**config.mk**
```make
export PLATFORM = sky130hd
export DESIGN_NAME = rr_index_arbiter
export DESIGN_NICKNAME = d
export VERILOG_FILES = /design/src/rtl/rr_index_arbiter.sv
export SDC_FILE = /design/constraint.sdc
export NUM_CORES = 1
export LEC_CHECK = 0
export CAP_MARGIN = 20
export CORE_MARGIN = 2
export CORE_UTILIZATION = 55
export CTS_CLUSTER_DIAMETER = 200
export DETAILED_ROUTE_END_ITERATION = 10
export PLACE_DENSITY_LB_ADDON = 0.05
export SYNTH_ARGS = -nofsm -noshare
export SYNTH_HDL_FRONTEND = slang
export SYNTH_SLANG_ARGS = --single-unit
```
**constraint.sdc**
```tcl
create_clock -name clk -period 4.85 [get_ports clk]
set_input_delay 0.97 -clock clk [delete_from_list [all_inputs] [get_ports clk]]
set_output_delay 0.97 -clock clk [all_outputs]
set_load 0.02 [all_outputs]
```
**src/rtl/rr_index_arbiter.sv**
```systemverilog
// rr_index_arbiter
//   Round-robin arbiter that picks one of N_REQ level-sensitive requesters and
//   offers its index to a downstream 3-to-8 one-hot decoder. The index is
//   offered with a valid/ready handshake. After acceptance, the winner keeps
//   ownership (HOLD) until it drops its request. The rotating priority pointer
//   moves past each completed owner, so no requester starves.
//
// Ports
//   clk        in   rising-edge clock
//   rst_n      in   synchronous reset, active-low
//   req        in   request vector, bit i = requester i
//   gnt_ready  in   downstream accepts the offered index
//   gnt_valid  out  gnt_idx is being offered (OFFER)
//   gnt_idx    out  registered winner index, stable from OFFER entry until IDLE
//   gnt_active out  winner owns the resource (HOLD)
//   busy       out  arbiter is not idle
//
// Every output comes from a register or is decoded from state. No path runs
// combinationally from req to an output.

module rr_index_arbiter #(
    parameter int N_REQ   = 8,
    parameter int IDX_W   = 3,
    parameter int HOLD_EN = 1
) (
    input  logic             clk,
    input  logic             rst_n,
    input  logic [N_REQ-1:0] req,
    input  logic             gnt_ready,
    output logic             gnt_valid,
    output logic [IDX_W-1:0] gnt_idx,
    output logic             gnt_active,
    output logic             busy
);

    typedef enum logic [1:0] {
        IDLE  = 2'b00,
        OFFER = 2'b01,
        HOLD  = 2'b10
    } state_t;

    state_t           state_q, state_d;
    logic [IDX_W-1:0] ptr_q,   ptr_d;
    logic [IDX_W-1:0] idx_q,   idx_d;

    // Walk the offsets from the far end back toward ptr. The last hit is
    // therefore the first set bit in the order ptr, ptr+1, ... The index sum
    // wraps naturally because N_REQ == 2**IDX_W.
    function automatic logic [IDX_W-1:0] rr_pick(input logic [N_REQ-1:0] r,
                                                 input logic [IDX_W-1:0] p);
        logic [IDX_W-1:0] w;
        logic [IDX_W-1:0] k;
        w = p;
        for (int i = N_REQ - 1; i >= 0; i--) begin
            k = p + IDX_W'(i);
            if (r[k]) w = k;
        end
        return w;
    endfunction

    // State, pointer and index registers
    always_ff @(posedge clk) begin
        if (!rst_n) begin
            state_q <= IDLE;
            ptr_q   <= '0;
            idx_q   <= '0;
        end else begin
            state_q <= state_d;
            ptr_q   <= ptr_d;
            idx_q   <= idx_d;
        end
    end

    // Next-state logic
    always_comb begin
        state_d = state_q;
        ptr_d   = ptr_q;
        idx_d   = idx_q;
        case (state_q)
            IDLE: begin
                if (|req) begin
                    state_d = OFFER;
                    idx_d   = rr_pick(req, ptr_q);
                end
            end
            OFFER: begin
                // Withdrawal takes precedence over ready. The pointer stays
                // put because no grant was completed.
                if (!req[idx_q]) begin
                    state_d = IDLE;
                end else if (gnt_ready) begin
                    if (HOLD_EN != 0) begin
                        state_d = HOLD;
                    end else begin
                        state_d = IDLE;
                        ptr_d   = idx_q + IDX_W'(1);
                    end
                end
            end
            HOLD: begin
                if (!req[idx_q]) begin
                    state_d = IDLE;
                    ptr_d   = idx_q + IDX_W'(1);
                end
            end
            default: begin
                state_d = IDLE;
            end
        endcase
    end

    // Outputs decoded from state only
    always_comb begin
        gnt_valid  = (state_q == OFFER);
        gnt_active = (state_q == HOLD);
        busy       = (state_q == OFFER) || (state_q == HOLD);
        gnt_idx    = idx_q;
    end

endmodule
```
==> impl_metrics.yaml, run 1 <==
detailed_routing:
  dr.max_layer_used: "met4"
  num_vias: 1476
  post-route-drc-count: 0
  wl_per_cell_um: 20.1
  drtIter0Drc: 53
  wl_mm: 4.23
  wl_met1_mm: 1.80
  dr.pass1.iters: 4
  met2_length_mm: 2.01
  routed-wl-met3_um: 286
  ant_nets: 0
  routed_via_density: 7.03
logic_synthesis:
  yosysSeqAreaShare_pct: 10.0
  syn_area_um2: 1600
  ys_seq_elements: 8
  yosys_warnings: 0
  ys.flop_type: "dfxtp_1"
  syn-num-nets: 195
  async_reset_ff_share_pct: 0
  synth_edf_count: 0
  yosysUniqueCellTypes: 52
  synthCells: 178
  syn_area_per_cell_um2: 8.99
floorplan:
  dieArea_um2: 3360
  fp.dieW_um: 57.9
  rows: 19
  pin_count: 17
  die_h_um: 57.9
  start_util_pct: 58.0
  coreArea_um2: 2760
sta:
  final_hold_viol_count: 0
  worstMarginPinSlew_ns: 0.751
  setup_viol: 0
  slew-limit-headroom_pct: 49.9
  finClkSkew_ns: 0.000330
  tns_ns: 0
  slew_viol_final: 0
  max_clock_freq_mhz: 283
  period_needed_ns: 3.53
  finalCritPeriodShare_pct: 72.8
  rsz0062_at_grt: "no"
setup_path:
  r2r_start: "ptr_q[1]"
  r2r_slack_ns: 1.32
  cp-start-kind: "flip-flop"
  crit_start: "ptr_q[1]"
  cp-end-kind: "flip-flop"
  worstPathMaxFanout: 21
  required_ns: 4.99
  setup.worst_path.class: "flip-flop to flip-flop"
  r2r_cells: 8
  reg2reg_to: "gnt_idx[0]"
  crit_path_end: "gnt_idx[0]"
  cp.arrival_ns: 3.68
power_and_ir_drop:
  pwr-share-comb_pct: 64.0
  power_mw: 0.397
  p_seq_share_pct: 23.2
  power_density_nw_per_um2: 228
  peakVddDrop_uv: 207
  internal-power_mw: 0.226
  leakage_nw: 0.603
  swShare_pct: 43.1
  p_switching_mw: 0.171
  clockPowerShare_pct: 12.7
clock_tree:
  h-tree-depth: 1
  cts_buffers: 3
  clock_latency_ns: 0.25
  hold_buffers: 0
  postCtsSetupRepairBufs: 0
  ctsRootBufferMaster: "clkbuf_4"
  clockBufferDepth: 2
  clk_pin_slew_ns: 0.05
  clock_sinks: 8
  cts_tree: "yes"
  cts.repair.resized: 0
grt:
  antenna_found_initial: 0
  grt_pass1_wl_mm: 6.79
  grt-ovfl-total: 0
  grt_start_max_net_pins: 22
  grt_pass1_vias: 1367
  grt_use_total_pct: 26.3
final_layout:
  n_fill_cell: 240
  antenna_cells: 0
  finalNetCount: 198
  drive_above_1_share_pct: 19.0
  finish.instance_area_um2: 1740
  area_growth_pct: 8.91
  regArea_um2: 160
  multi_input_area_um2: 1320
  final_util_pct: 63.2
  stdcell_count: 210
min_path:
  hp-class: "flip-flop to flip-flop"
  hp-start: "state_q[0]"
placement:
  placed_area_um2: 1720
  placedCellCount: 207
  place.detailed.hpwl_mm: 3.05
  port_buffers: 16
  place_congestion: 0.949
outcome:
  status: "complete, no violations"
flow_run:
  drv_cap: 0
==> cell usage after synthesis, types with 2 or more instances <==
cell / instances / area, µm²
o22ai_1: 3 / 18.8
a221oi_1: 3 / 26.3
dfxtp_1: 8 / 160
nand2_1: 13 / 48.8
nand2b_1: 2 / 12.5
and2_1: 4 / 25.0
xor2_1: 3 / 26.3
buf_2: 3 / 15.0
a21oi_1: 7 / 35.0
or4_1: 2 / 15.0
o211ai_1: 3 / 22.5
nor2b_1: 4 / 25.0
a22oi_1: 2 / 15.0
mux2i_1: 10 / 100
mux2_4: 2 / 30.0
mux2_2: 9 / 101
nor2_1: 6 / 22.5
mux4_2: 13 / 293
o31ai_1: 2 / 15.0
a221o_1: 2 / 20.0
mux2_1: 5 / 56.3
o21ai_0: 7 / 35.0
nand3_1: 3 / 15.0
nor3_1: 5 / 25.0
inv_1: 9 / 33.8
a31oi_1: 2 / 12.5
clkbuf_1: 14 / 52.6
a211o_1: 3 / 26.3
ha_1: 6 / 75.1
==> layer usage <==
metal,track usage [%],vias up
met3,2.68,14
met1,37.2,704
met4,11.3,0
met5,0,-
met2,41.1,61
li1,-,697
==> cell usage in the layout, fill, tap and decap left out, drive strengths merged, types with 3 or more instances in the layout <==
master         instances
mux2i                 11
o21ai                  8
o22ai                  3
nand2                 13
xor2                   3
nand3                  3
o211ai                 3
nor2                   6
a221oi                 3
ha                     6
and2                   4
dfxtp                  8
a21oi                  7
nor2b                  4
mux2                  16
clkdlybuf4s50         16
clkbuf                 3
inv                   10
mux4                  14
a211o                  3
nor3                   5
==> cell families (layout without fill, tap and decap cells) <==
family	after synthesis	count (layout)	synth area share, %
and+or+nand+nor	44	44	14.4
muxes	41	41	38.8
buffers and inverters	29	30	7.74
adders and majority gates	6	6	4.69
xor gates and xnor gates	4	4	2.19
AOI/OAI and AO/OA	46	46	22.2
DFF	8	8	10.0
==> sequential cells by signal, summed over array words and instances (netlist names) <==
register / count
gnt_idx: 3
ptr_q: 3
state_q: 2
==> worst min-delay path by stage <==
stage / end / slack, ns / depth (start not counted)
6_report: state_q[0] / 0.58 / 1
4_1_cts: state_q[0] / 0.59 / 1
5_1_grt: state_q[0] / 0.60 / 1
3_3_place_gp: state_q[0] / 0.55 / 1
2_1_floorplan: state_q[0] / 0.53 / 1
3_5_place_dp: state_q[0] / 0.58 / 1
==> layout make-up <==
| class | instances | share of cell area, % |
|---|---|---|
| multi-input cells | 141 | 75.5 |
| repair buffers | 17 | 9.62 |
| flip-flops and latches | 8 | 9.19 |
| well taps | 31 | 2.23 |
| inverters | 10 | 2.15 |
| clock buffers | 3 | 1.29 |
==> critical path, stage by stage, from the launching register on <==
cell and delay, ns:
dfxtp_1 0.72, inv_1 0.19, ha_1 0.83, mux4_1 0.71, mux2_2 0.32, a211oi_2 0.23
nor3b_2 0.08, mux2i_1 0.14, and3_1 0.20
==> power groups by stage <==
stage | clock (mW) | sequential, mW | combinational [mW]
after CTS | 0.0522 | 0.0919 | 0.251
after floorplan | 0 | 0.0928 | 0.186
after detailed placement | 0 | 0.0933 | 0.250
final | 0.0504 | 0.0922 | 0.254
after global placement | 0 | 0.0926 | 0.244
after global routing | 0.0555 | 0.0937 | 0.274
==> metrics by stage <==
stage,hold slack (ns),setup slack [ns]
2_1_floorplan,0.525,1.89
3_3_place_gp,0.550,1.55
3_5_place_dp,0.576,1.40
4_1_cts,0.592,1.39
5_1_grt,0.600,1.17
6_report,0.584,1.32
Note: power is estimated with default switching activity, not from simulation.
==> run 2, diff against run 1 <==
==> constraint.sdc (replaced) <==
create_clock -name clk -period 3.52 [get_ports clk]
set_input_delay 0.704 -clock clk [delete_from_list [all_inputs] [get_ports clk]]
set_output_delay 0.704 -clock clk [all_outputs]
set_load 0.02 [all_outputs]
==> impl_metrics.yaml, run 2 (synthesis results as in run 1) <==
floorplan:
  fp.dieW_um: 57.9
  rows: 19
  coreArea_um2: 2760
  start_util_pct: 58.0
  die_h_um: 57.9
  dieArea_um2: 3360
  pin_count: 17
clock_tree:
  cts.repair.resized: 0
  postCtsSetupRepairBufs: 0
  clk_pin_slew_ns: 0.06
  hold_buffers: 0
  clockBufferDepth: 2
  cts_buffers: 3
  clock_sinks: 8
  clock_latency_ns: 0.25
  h-tree-depth: 1
  ctsRootBufferMaster: "clkbuf_4"
  cts_tree: "yes"
setup_path:
  crit_start: "ptr_q[0]"
  cp-start-kind: "flip-flop"
  reg2reg_to: "gnt_idx[0]"
  required_ns: 3.67
  cpPeakStageDelay_ns: 0.51
  setup.worst_path.class: "flip-flop to flip-flop"
  worstPathMaxFanout: 13
  r2r_slack_ns: 0.70
  r2r_cells: 9
  cp-end-kind: "flip-flop"
  r2r_start: "ptr_q[0]"
  crit_path_end: "gnt_idx[0]"
  slowest_stage: "mux4_2"
  cp.arrival_ns: 2.97
  cp_cell_sequence: "inv_2 > ha_1 > buf_4 > mux2_1 > mux4_2 > o32ai_4 > nor3b_2 > mux2i_1 > and3_1"
grt:
  grt_pass1_wl_mm: 7.02
  grt-ovfl-total: 0
  antenna_found_initial: 0
  grt_use_total_pct: 27.0
  grt_start_max_net_pins: 21
  grt_pass1_vias: 1386
detailed_routing:
  num_vias: 1482
  wl_mm: 4.02
  drtIter0Drc: 62
  post-route-drc-count: 0
  ant_nets: 0
  wl_per_cell_um: 18.9
  dr.pass1.iters: 4
  routed_via_density: 6.96
sta:
  finalCritPeriodShare_pct: 80.0
  setup_viol: 0
  slew-limit-headroom_pct: 53.9
  tns_ns: 0
  max_clock_freq_mhz: 355
  slew_viol_final: 0
  period_needed_ns: 2.82
  finClkSkew_ns: 0.00338
  rsz0062_at_grt: "no"
  final_hold_viol_count: 0
  worstMarginPinSlew_ns: 0.691
final_layout:
  finalNetCount: 201
  area_growth_pct: 10.3
  stdcell_count: 213
  drive_above_1_share_pct: 20.3
  layout_commonest_cell: "clkdlybuf4s50_1"
  antenna_cells: 0
  final_cell_mix: "clkdlybuf4s50_1 (16), mux4_2 (13), nand2_1 (13)"
  n_fill_cell: 241
placement:
  place_congestion: 0.981
  port_buffers: 16
  place.detailed.hpwl_mm: 3.09
  placedCellCount: 210
min_path:
  hp-class: "flip-flop to flip-flop"
power_and_ir_drop:
  peakVddDrop_uv: 288
  power_density_nw_per_um2: 312
  leakage_nw: 0.618
flow_run:
  drv_cap: 0
outcome:
  status: "complete, no violations"
-- run 2: cell types whose count changed in the layout (fill, tap and decap cells not counted), sizes merged --
| cell | previous run | this run |
|---|---|---|
| buf | 1 | 4 |
-- run 2: per-stage QoR --
step           hold WS (ns)  setup slack, ns  utilization [%]  area (µm²)  power, mW
4_1_cts               0.567            0.710             64.0        1770      0.552
6_report              0.566            0.704             64.0        1770      0.551
2_1_floorplan         0.525            0.562                -        1600      0.384
3_5_place_dp          0.546            0.570             63.2        1740      0.479
3_3_place_gp          0.555            0.614             63.2        1740      0.474
5_1_grt               0.585            0.552             64.0        1770      0.594
-- run 2: metal layers --
| metal | wire length, µm | track usage, % | vias up |
|---|---|---|---|
| li1 | - | - | 697 |
| met1 | 1780 | 39.3 | 712 |
| met2 | 1930 | 42.4 | 67 |
| met3 | 260 | 2.90 | 6 |
| met4 | 52 | 7.97 | 0 |
| met5 | 0 | 0 | - |
-- run 2: worst max-delay path, delay by kind of cell (launching register included) --
kind	cells	cell delay (ns)
fa+ha+maj	1	0.49
compound gates	1	0.25
mux	3	0.99
flops	1	0.34
simple gates	2	0.26
buf+inv	2	0.37
-- run 2: worst min-delay path by stage --
stage                       to  slack [ns]  cells after the start       start
global route        state_q[0]        0.58                      1  state_q[0]
global placement    state_q[0]        0.56                      1  state_q[0]
detailed placement  state_q[0]        0.55                      1  state_q[0]
floorplan           state_q[0]        0.53                      1  state_q[0]
CTS                 state_q[0]        0.57                      1  state_q[0]
finish              state_q[0]        0.57                      1  state_q[0]
-- run 2: cell type report --
type	count	area (µm²)	share of cell area [%]
Clock buffer	3	22.5	1.28
Inverter	10	37.5	2.13
Multi-Input combinational cell	141	1320	74.6
Sequential cell	8	160	9.07
Tap cell	31	38.8	2.20
Timing Repair Buffer	20	190	10.8
-- run 2: where the power goes --
part           internal, mW  switching (mW)  total [mW]
registers             0.104          0.0231       0.127
clock network        0.0391          0.0323      0.0713
logic                 0.171           0.181       0.353
